## config.mk

```make
export PLATFORM = sky130hd
export DESIGN_NAME = ping_pong_scheduler_flat
export DESIGN_NICKNAME = d
export VERILOG_FILES = /design/src/rtl/ping_pong_scheduler_pkg.sv /design/src/rtl/ping_pong_scheduler_if.sv /design/src/rtl/ping_pong_scheduler_arb.sv /design/src/rtl/ping_pong_scheduler.sv /design/src/flat_wrapper.sv
export SDC_FILE = /design/constraint.sdc
export NUM_CORES = 1
export LEC_CHECK = 0
export ABC_CLOCK_PERIOD_IN_PS = 2200
export BUFFER_PORTS_ARGS = -buffer_cell sky130_fd_sc_hd__buf_2
export CAP_MARGIN = 20
export CORE_MARGIN = 3
export CORE_UTILIZATION = 47
export CTS_BUF_LIST = sky130_fd_sc_hd__clkbuf_8
export CTS_CLUSTER_SIZE = 16
export DETAILED_ROUTE_END_ITERATION = 12
export PLACE_DENSITY = 0.82
export SYNTH_ARGS = -nofsm -noshare
export SYNTH_HDL_FRONTEND = slang
export SYNTH_SLANG_ARGS = --single-unit
```

## constraint.sdc

```tcl
create_clock -name clk -period 2.2 [get_ports clk]
set_input_delay 0 -clock clk [delete_from_list [all_inputs] [get_ports clk]]
set_output_delay 0 -clock clk [all_outputs]
set_load 0.02 [all_outputs]
```

## src/rtl/ping_pong_scheduler_pkg.sv

```systemverilog
// Shared types and default sizes for the ping-pong scheduler slice.
// The flip feature is enabled with the PPS_FLIP_EN macro.
package ppc_pkg;

  localparam int PPC_WIDTH = 4;
  localparam int PPC_BW    = 3;

  typedef enum logic [1:0] {
    IDLE,
    LOAD,
    RUN,
    FINISH
  } state_e;

endpackage

```

## src/rtl/ping_pong_scheduler_if.sv

```systemverilog
// Request/counter bundle between requesters and the scheduler.
// Adds flip_req/flip when PPS_FLIP_EN is defined.
interface ping_pong_scheduler_if
  import ppc_pkg::*;
#(
  parameter int WIDTH = PPC_WIDTH,
  parameter int BW    = PPC_BW
);

  logic [1:0]       req;
  logic [WIDTH-1:0] min0;
  logic [WIDTH-1:0] max0;
  logic [WIDTH-1:0] min1;
  logic [WIDTH-1:0] max1;
  logic [BW-1:0]    bnc0;
  logic [BW-1:0]    bnc1;
  logic             direction;
  logic             ctr_rst_n;
  logic             enable;
  logic [WIDTH-1:0] min;
  logic [WIDTH-1:0] max;
  logic [1:0]       gnt;
  logic [1:0]       done;
  logic [1:0]       err;
`ifdef PPS_FLIP_EN
  logic [1:0]       flip_req;
  logic             flip;
`endif

`ifdef PPS_FLIP_EN
  modport master (
    output req, min0, max0, min1, max1, bnc0, bnc1, direction, flip_req,
    input  ctr_rst_n, enable, min, max, gnt, done, err, flip
  );
  modport slave (
    input  req, min0, max0, min1, max1, bnc0, bnc1, direction, flip_req,
    output ctr_rst_n, enable, min, max, gnt, done, err, flip
  );
`else
  modport master (
    output req, min0, max0, min1, max1, bnc0, bnc1, direction,
    input  ctr_rst_n, enable, min, max, gnt, done, err
  );
  modport slave (
    input  req, min0, max0, min1, max1, bnc0, bnc1, direction,
    output ctr_rst_n, enable, min, max, gnt, done, err
  );
`endif

endinterface

```

## src/rtl/ping_pong_scheduler_arb.sv

```systemverilog
// Two-way round-robin arbiter; the pointer moves away from whoever was
// last granted so a tie goes to the other requester next time.
module rr_arb2 (
  input  logic       clk,
  input  logic       rst_n,
  input  logic [1:0] req_i,
  input  logic       accept_i,
  output logic [1:0] gnt_o
);

  // ptr_q set means requester 1 wins a tie
  logic ptr_q;
  logic ptr_d;

  always_comb begin
    gnt_o = 2'b00;
    case (req_i)
      2'b01:   gnt_o = 2'b01;
      2'b10:   gnt_o = 2'b10;
      2'b11:   gnt_o = ptr_q ? 2'b10 : 2'b01;
      default: gnt_o = 2'b00;
    endcase
    ptr_d = ptr_q;
    if (accept_i && (gnt_o != 2'b00)) begin
      ptr_d = gnt_o[0];
    end
  end

  always_ff @(posedge clk or negedge rst_n) begin
    if (!rst_n) begin
      ptr_q <= 1'b0;
    end else begin
      ptr_q <= ptr_d;
    end
  end

endmodule

```

## src/rtl/ping_pong_scheduler.sv

```systemverilog
// Grants a bouncing up/down counter to one of two requesters and finishes
// after the requested number of turn-arounds. PPS_FLIP_EN adds flip requests.
module ping_pong_scheduler
  import ppc_pkg::*;
#(
  parameter int WIDTH = PPC_WIDTH,
  parameter int BW    = PPC_BW
) (
  input logic                  clk,
  input logic                  rst_n,
  ping_pong_scheduler_if.slave bus
);

  state_e           state_q;
  logic [1:0]       gnt_q;
  logic             enable_q;
  logic             ctrRstN_q;
  logic [1:0]       done_q;
  logic [1:0]       err_q;
  logic [WIDTH-1:0] min_q;
  logic [WIDTH-1:0] max_q;
  logic [BW:0]      bounceCnt_q;
  logic [BW:0]      bounceCnt_d;
  logic             dir_q;

  logic [1:0]       arbGnt;
  logic             ownerReq;
  logic [BW-1:0]    bncSel;
  logic [BW:0]      bncTarget;
  logic             turn;

  rr_arb2 u_arb (
    .clk      (clk),
    .rst_n    (rst_n),
    .req_i    (bus.req),
    .accept_i (state_q == IDLE),
    .gnt_o    (arbGnt)
  );

  assign ownerReq    = |(bus.req & gnt_q);
  assign bncSel      = gnt_q[1] ? bus.bnc1 : bus.bnc0;
  assign bncTarget   = (bncSel == '0) ? (BW+1)'(1) : {1'b0, bncSel};
  assign bounceCnt_d = bounceCnt_q + {{BW{1'b0}}, turn};

`ifdef PPS_FLIP_EN
  logic [1:0] flipReq_q;
  logic       flip_q;
  logic       flipRise;

  // a rising flip request from the owner is an extra forced turn-around
  assign flipRise = (state_q == RUN) && |(bus.flip_req & ~flipReq_q & gnt_q);
  assign turn     = (bus.direction != dir_q) || flipRise;
  assign bus.flip = flip_q;

  always_ff @(posedge clk or negedge rst_n) begin
    if (!rst_n) begin
      flipReq_q <= 2'b00;
      flip_q    <= 1'b0;
    end else begin
      flipReq_q <= bus.flip_req;
      flip_q    <= flipRise;
    end
  end
`else
  assign turn = (bus.direction != dir_q);
`endif

  // Drop of the owner's request is checked first so an abort never pulses done/err
  always_ff @(posedge clk or negedge rst_n) begin
    if (!rst_n) begin
      state_q     <= IDLE;
      gnt_q       <= 2'b00;
      enable_q    <= 1'b0;
      ctrRstN_q   <= 1'b0;
      done_q      <= 2'b00;
      err_q       <= 2'b00;
      min_q       <= '0;
      max_q       <= '0;
      bounceCnt_q <= '0;
      dir_q       <= 1'b0;
    end else begin
      done_q <= 2'b00;
      err_q  <= 2'b00;
      dir_q  <= bus.direction;
      case (state_q)
        IDLE: begin
          enable_q  <= 1'b0;
          ctrRstN_q <= 1'b1;
          gnt_q     <= 2'b00;
          if (|bus.req) begin
            state_q     <= LOAD;
            gnt_q       <= arbGnt;
            ctrRstN_q   <= 1'b0;
            bounceCnt_q <= '0;
            min_q       <= arbGnt[1] ? bus.min1 : bus.min0;
            max_q       <= arbGnt[1] ? bus.max1 : bus.max0;
          end
        end
        LOAD: begin
          bounceCnt_q <= '0;
          ctrRstN_q   <= 1'b1;
          if (!ownerReq) begin
            state_q <= IDLE;
            gnt_q   <= 2'b00;
          end else if (min_q >= max_q) begin
            state_q <= IDLE;
            gnt_q   <= 2'b00;
            err_q   <= gnt_q;
          end else begin
            state_q  <= RUN;
            enable_q <= 1'b1;
          end
        end
        RUN: begin
          if (!ownerReq) begin
            state_q  <= IDLE;
            gnt_q    <= 2'b00;
            enable_q <= 1'b0;
          end else begin
            bounceCnt_q <= bounceCnt_d;
            if (bounceCnt_d >= bncTarget) begin
              state_q  <= FINISH;
              enable_q <= 1'b0;
              done_q   <= gnt_q;
            end
          end
        end
        FINISH: begin
          state_q  <= IDLE;
          gnt_q    <= 2'b00;
          enable_q <= 1'b0;
        end
        default: state_q <= IDLE;
      endcase
    end
  end

  assign bus.gnt       = gnt_q;
  assign bus.enable    = enable_q;
  assign bus.ctr_rst_n = ctrRstN_q;
  assign bus.done      = done_q;
  assign bus.err       = err_q;
  assign bus.min       = min_q;
  assign bus.max       = max_q;

endmodule

```

## src/flat_wrapper.sv

```systemverilog
// flat-port wrapper written by rule: the top's interface ports become plain ports
module ping_pong_scheduler_flat import ppc_pkg::*;
#(
  parameter int WIDTH = PPC_WIDTH,
  parameter int BW    = PPC_BW
)
  (clk, rst_n, bus_req, bus_min0, bus_max0, bus_min1, bus_max1, bus_bnc0, bus_bnc1, bus_direction, bus_ctr_rst_n, bus_enable, bus_min, bus_max, bus_gnt, bus_done, bus_err);
  ping_pong_scheduler_if #(.WIDTH(WIDTH), .BW(BW)) bus_i ();
  input logic clk;
  input logic rst_n;
  input wire logic [$bits(bus_i.req)-1:0] bus_req;
  input wire logic [$bits(bus_i.min0)-1:0] bus_min0;
  input wire logic [$bits(bus_i.max0)-1:0] bus_max0;
  input wire logic [$bits(bus_i.min1)-1:0] bus_min1;
  input wire logic [$bits(bus_i.max1)-1:0] bus_max1;
  input wire logic [$bits(bus_i.bnc0)-1:0] bus_bnc0;
  input wire logic [$bits(bus_i.bnc1)-1:0] bus_bnc1;
  input wire logic [$bits(bus_i.direction)-1:0] bus_direction;
  output wire logic [$bits(bus_i.ctr_rst_n)-1:0] bus_ctr_rst_n;
  output wire logic [$bits(bus_i.enable)-1:0] bus_enable;
  output wire logic [$bits(bus_i.min)-1:0] bus_min;
  output wire logic [$bits(bus_i.max)-1:0] bus_max;
  output wire logic [$bits(bus_i.gnt)-1:0] bus_gnt;
  output wire logic [$bits(bus_i.done)-1:0] bus_done;
  output wire logic [$bits(bus_i.err)-1:0] bus_err;
  assign bus_i.req = bus_req;
  assign bus_i.min0 = bus_min0;
  assign bus_i.max0 = bus_max0;
  assign bus_i.min1 = bus_min1;
  assign bus_i.max1 = bus_max1;
  assign bus_i.bnc0 = bus_bnc0;
  assign bus_i.bnc1 = bus_bnc1;
  assign bus_i.direction = bus_direction;
  assign bus_ctr_rst_n = bus_i.ctr_rst_n;
  assign bus_enable = bus_i.enable;
  assign bus_min = bus_i.min;
  assign bus_max = bus_i.max;
  assign bus_gnt = bus_i.gnt;
  assign bus_done = bus_i.done;
  assign bus_err = bus_i.err;
  ping_pong_scheduler #(.WIDTH(WIDTH), .BW(BW)) u_core (.clk(clk), .rst_n(rst_n), .bus(bus_i));
endmodule
```

Word-level counts from Yosys, hierarchy flattened
Cells that the tools add are included.
- register bits after elaboration: 24
- input port bits: 27
- logic and storage cells: 76
- add/sub/neg operators: 1
- $lt $le $gt $ge: 2
- equality and inequality tests: 14
- mux-type cells: 33
- bitwise gates (word level): 1
- reductions and logical operators: 14
- operators by type and width (operator ; number):
    2-bit 2-to-1 mux ; 16
    4-bit 2-to-1 mux ; 4
    2-bit case mux with 4 select lines ; 2
    4-bit case mux with 3 select lines ; 1
    2-bit == test, second input constant ; 4
    4-bit >= comparator ; 2
    3-bit 2-to-1 mux ; 2
    2-bit by 1-bit inequality test with 1-bit output, second input constant ; 3
    3-bit inequality test, second input constant ; 2
    2-bit case mux with 3 select lines ; 1
    2-bit AND reduction ; 3
    3-bit AND reduction ; 2
    2-bit OR reduction ; 3
    1-bit 2-to-1 mux ; 5
    4-bit by 1-bit adder with 4-bit output ; 1
    2-bit by 1-bit == test with 1-bit output, second input constant ; 2
    2-bit inequality test, second input constant ; 2
    2-bit nonzero test ; 2
    3-bit zero test ; 1
    1-bit case mux with 3 select lines ; 1
    3-bit nonzero test ; 1
    2-bit AND ; 1
    2-bit zero test ; 1
    1-bit case mux with 2 select lines ; 1
    2 further kinds ; 2

Logic depth before layout (Yosys ltp)
- depth in word-level cells: 7
- gate-level depth with buffers: 9
- gate-level depth less buffers: 9

Modules after synthesis
From an unflattened synthesis, not the netlist that was laid out.
- cell total of the unflattened synthesis: 121
- area, all modules: 1332.5 µm²
- modules (own cells, without submodules) (module ; instances ; cells an instance ; area each (µm²) ; seq. area each (µm²)):
    ping_pong_scheduler ; 1 ; 115 ; 1277.5 ; 575.6
    rr_arb2 ; 1 ; 6 ; 55.1 ; 25.0

Least setup slack after synthesis
OpenSTA, ideal clock, no wires.
- path kind: reg2reg
- from: register u_core.gnt_q[1] (netlist: u_core.bus.gnt[1])
- to: register u_core.done_q[0] (netlist: u_core.bus.done[0])
- arrival: 2096 ps
- slack: -15 ps
- cell stages (with the launch flop): 9
- path buffers: 1
- cell sequence: dfrtp_1 -> buf_6 -> mux2i_1 -> a221o_1 -> ha_1 -> nor3b_1 -> nor2_1 -> or3_4 -> and3_1
- cells in the longest elaborated chain, start to end: 7
- RTL lines (element ; line ; source):
    start, declared ; ping_pong_scheduler.sv:15 ; logic [1:0] gnt_q;
    start signal, assigned ; ping_pong_scheduler.sv:92 ; gnt_q <= arbGnt;
    3-bit 2-to-1 mux ; ping_pong_scheduler.sv:41 ; assign bncSel = gnt_q[1] ? bus.bnc1 : bus.bnc0;
    3-bit zero test ; ping_pong_scheduler.sv:42 ; assign bncTarget = (bncSel == '0) ? (BW+1)'(1) : {1'b0, bncSel};
    3-bit 2-to-1 mux ; ping_pong_scheduler.sv:42 ;
    4-bit >= comparator ; ping_pong_scheduler.sv:121 ; if (bounceCnt_d >= bncTarget) begin
    2-bit 2-to-1 mux ; ping_pong_scheduler.sv:121 ;
    2-bit 2-to-1 mux (*) ; ping_pong_scheduler.sv:115 ; if (!ownerReq) begin
    2-bit 2-to-1 mux (*) ; ping_pong_scheduler.sv:85 ; case (state_q)
    end signal, assigned ; ping_pong_scheduler.sv:124 ; done_q <= gnt_q;
    end, declared ; ping_pong_scheduler.sv:18 ; logic [1:0] done_q;
Every way passes the cells marked *; elsewhere a longest branch is shown, timed or not.
A chain may end at the register's enable or synchronous reset.

Final worst setup path
- from: register u_core.dir_q
- to: register u_core.done_q[0] (netlist: u_core.bus.done[0])
- cells in the longest elaborated chain, start to end: 6
- RTL lines (element ; line ; source):
    start, declared ; ping_pong_scheduler.sv:24 ; logic dir_q;
    start signal, assigned ; ping_pong_scheduler.sv:84 ; dir_q <= bus.direction;
    1-bit inequality test ; ping_pong_scheduler.sv:65 ; assign turn = (bus.direction != dir_q);
    4-bit by 1-bit adder with 4-bit output ; ping_pong_scheduler.sv:43 ; assign bounceCnt_d = bounceCnt_q + {{BW{1'b0}}, turn};
    4-bit >= comparator ; ping_pong_scheduler.sv:121 ;
    2-bit 2-to-1 mux ; ping_pong_scheduler.sv:121 ;
    2-bit 2-to-1 mux ; ping_pong_scheduler.sv:115 ;
    2-bit 2-to-1 mux ; ping_pong_scheduler.sv:85 ;
Every way passes these cells.

==> impl_metrics.yaml <==
synthesis:
  ys_types: 34
  ys_ff_latch: 24
  syn-cell-area_um2: 1360
  yosysTopAreaCell: "dfrtp_1"
  ys.flop_type: "dfrtp_1"
  synth_async_sr_flop_share: 1.00
  ys_warn_count: 0
  syn_inst: 125
  synth-edff-count: 0
  yosysSeqAreaShare: 0.442
  syn_nets: 161
  syn_area_per_cell_um2: 10.9
  synth_area_leaders: "dfrtp_1, ha_1, mux2i_1"
  synth_top_area_frac: 0.442
die:
  die_area_um2: 3570
  num_rows: 18
  core_area_um2: 2610
  ios: 43
  dieWidth_um: 59.7
  start_util: 0.520
  die_h_um: 59.7
global_route:
  grt_use_met2: 0.287
  grt_max_degree: 25
  track_usage: 0.164
  antenna_found_initial: 0
  grt_pass1_vias: 1059
  overflow: 0
  met1_usage: 0.198
  top_usage_layer: "met2"
  grt_first_pass_wirelength_mm: 4.45
  grtUsageMet3: 0.0518
layout:
  layout.cells.non_filler: 200
  diodes: 0
  register_area_um2: 602
  mostFrequentLayoutCells: "buf_2, dfrtp_1, nor2_1, inv_1"
  fin_util: 0.651
  final_nets: 207
  syn2layout_area_growth_pct: 25.3
  fillers: 212
  multi_input_area_um2: 723
  final_area_um2: 1700
  final_common_cell: "buf_2"
  drive_above_1_share: 0.400
pwr:
  sw_frac_of_total: 0.432
  p_comb_frac: 0.501
  p_total_mw: 1.99
  p_leak_nw: 0.885
  pwr-share-seq: 0.370
  power.density_nw_per_um2: 1170
  p_sw_mw: 0.858
  clock_power_share: 0.129
  vdd_drop_max_uv: 908
  p_int_mw: 1.13
route:
  dr.first_iter.drc_count: 18
  postRouteAntennaNets: 0
  avgViaCountPerCell: 5.42
  drcViolationCount: 0
  vias: 1084
  drtPass1Iterations: 4
  wl_mm: 2.97
  routedWlPerCell_um: 14.8
timing:
  slew_headroom: 0.551
  worst_pin_slew_ns: 0.674
  hold_ws_ns: 0.0361
  fin_crit_ns: 2.13
  hold_viol: 0
  drv_slew: 0
  finClkSkew_ns: 0.00248
  setup_violations: 0
  period_share: 0.966
  fmax_mhz: 471
setup_path:
  cp.arrival_ns: 2.29
  path_class: "register to register"
  max_stage_delay_ns: 0.41
  crit_slowest_cell: "or3_4"
  path_max_fanout: 4
  cp-end-kind: "register"
  path_cells: "xor2_2 -> ha_2 -> ha_4 -> ha_1 -> nor3b_2 -> nor2_1 -> or3_4 -> and3_4"
  worst_setup_path_start_kind: "register"
  critPathRequiredTime_ns: 2.36
cts:
  cts_sinks: 24
  htree_levels: 1
  cts_buffers: 3
  cts_tree: "yes"
  cts_buffer_depth: 2
  clk_pin_slew_ns: 0.08
  insertion_delay_ns: 0.26
  cts-root-buf: "clkbuf_8"
placement:
  routabilityCongestion: 0.788
  dpl_cell_area_um2: 1580
  portBuffers: 42
  dp_hpwl_mm: 2.22
  placed_cells: 194
run:
  cap_violations: 0
status:
  outcome: "finished clean"
worst_hold_path:
  hold_class: "input pin to register"
-- through the flow --
stage	worst slack (ns)	setup TNS [ns]
6_report	0.0746	0
4_1_cts	0.00294	0
2_1_floorplan	0.00800	0
5_1_grt	-0.00123	-0.00123
3_5_place_dp	-0.0184	-0.0449
3_3_place_gp	0.0382	0
-- power groups by stage --
stage | registers, mW | clock network (mW) | logic [mW]
floorplan | 0.817 | 0 | 0.622
global placement | 0.723 | 0 | 0.928
detailed placement | 0.738 | 0 | 0.968
CTS | 0.731 | 0.261 | 0.983
global route | 0.753 | 0.281 | 1.08
finish | 0.736 | 0.256 | 0.994
-- what timing repair did --
action | 4_1_cts | 5_1_grt
endpoints found under the hold margin | 25 | 0
endpoints found under the setup margin | 3 | 4
gates resized for setup | 2 | 7
pin swaps | 0 | 6
hold buffers | 2 | 0
buffers inserted | 0 | 1
-- Yosys cell counts, types with 3 or more instances --
| library cell | n |
|---|---|
| mux2i_1 | 10 |
| dfrtp_1 | 24 |
| nor2_1 | 14 |
| ha_1 | 9 |
| and3_1 | 4 |
| inv_1 | 10 |
| a21oi_1 | 10 |
| nor3_1 | 4 |
| buf_6 | 3 |
| a22o_1 | 3 |
-- layer usage --
layer / vias to the layer above / wire length, um
met5: - / 0
met2: 23 / 1610
met1: 530 / 1200
li1: 529 / -
met4: 0 / 13
met3: 2 / 138
-- flip-flops by register name (all words and copies together) (netlist names) --
signal                count
u_core.bus.max            4
u_core.bus.gnt            2
u_core.bus.min            4
u_core.bus.enable         1
u_core.u_arb.ptr_q        1
u_core.state_q            2
u_core.dir_q              1
u_core.bus.ctr_rst_n      1
u_core.bus.err            2
u_core.bus.done           2
u_core.bounceCnt_q        4
-- final timing paths --
path	from	to	slack, ns	cells past startpoint
max	u_core.dir_q	u_core.bus.done[0]	0.07	8
min	bus_max0[0]	u_core.bus.max[0]	0.04	3
max reg2reg	u_core.dir_q	u_core.bus.done[0]	0.07	8
min reg2reg	u_core.u_arb.ptr_q	u_core.u_arb.ptr_q	0.52	1
max in group asynchronous	rst_n	u_core.bus.gnt[1]	1.58	2
min in group asynchronous	rst_n	u_core.bus.min[0]	0.24	2
-- final cells by class --
class / count / share of cell area
clock buffers: 3 / 0.0243
flip-flops and latches: 24 / 0.354
inverters: 10 / 0.0221
well taps: 30 / 0.0221
clock inverters: 1 / 0.00221
repair buffers: 47 / 0.150
multi-input cells: 85 / 0.425
-- critical path: cells and delay by family (launching register included) --
family	cells	cell delay [ns]
flops	1	0.39
fa+ha+maj	3	0.64
xor+xnor	1	0.15
simple gates	4	0.84
-- logic make-up (layout without fill, tap and decap cells) --
group / after synthesis / count (layout) / share of synthesized area
xor gates and xnor gates: 3 / 3 / 0.0194
and+or+nand+nor: 35 / 35 / 0.146
DFF: 24 / 24 / 0.442
buffers and inverters: 16 / 61 / 0.0654
adders and majority gates: 9 / 9 / 0.0830
muxes: 10 / 10 / 0.0737
AOI/OAI and AO/OA: 28 / 28 / 0.171
Power figures use the tool's default switching activity.
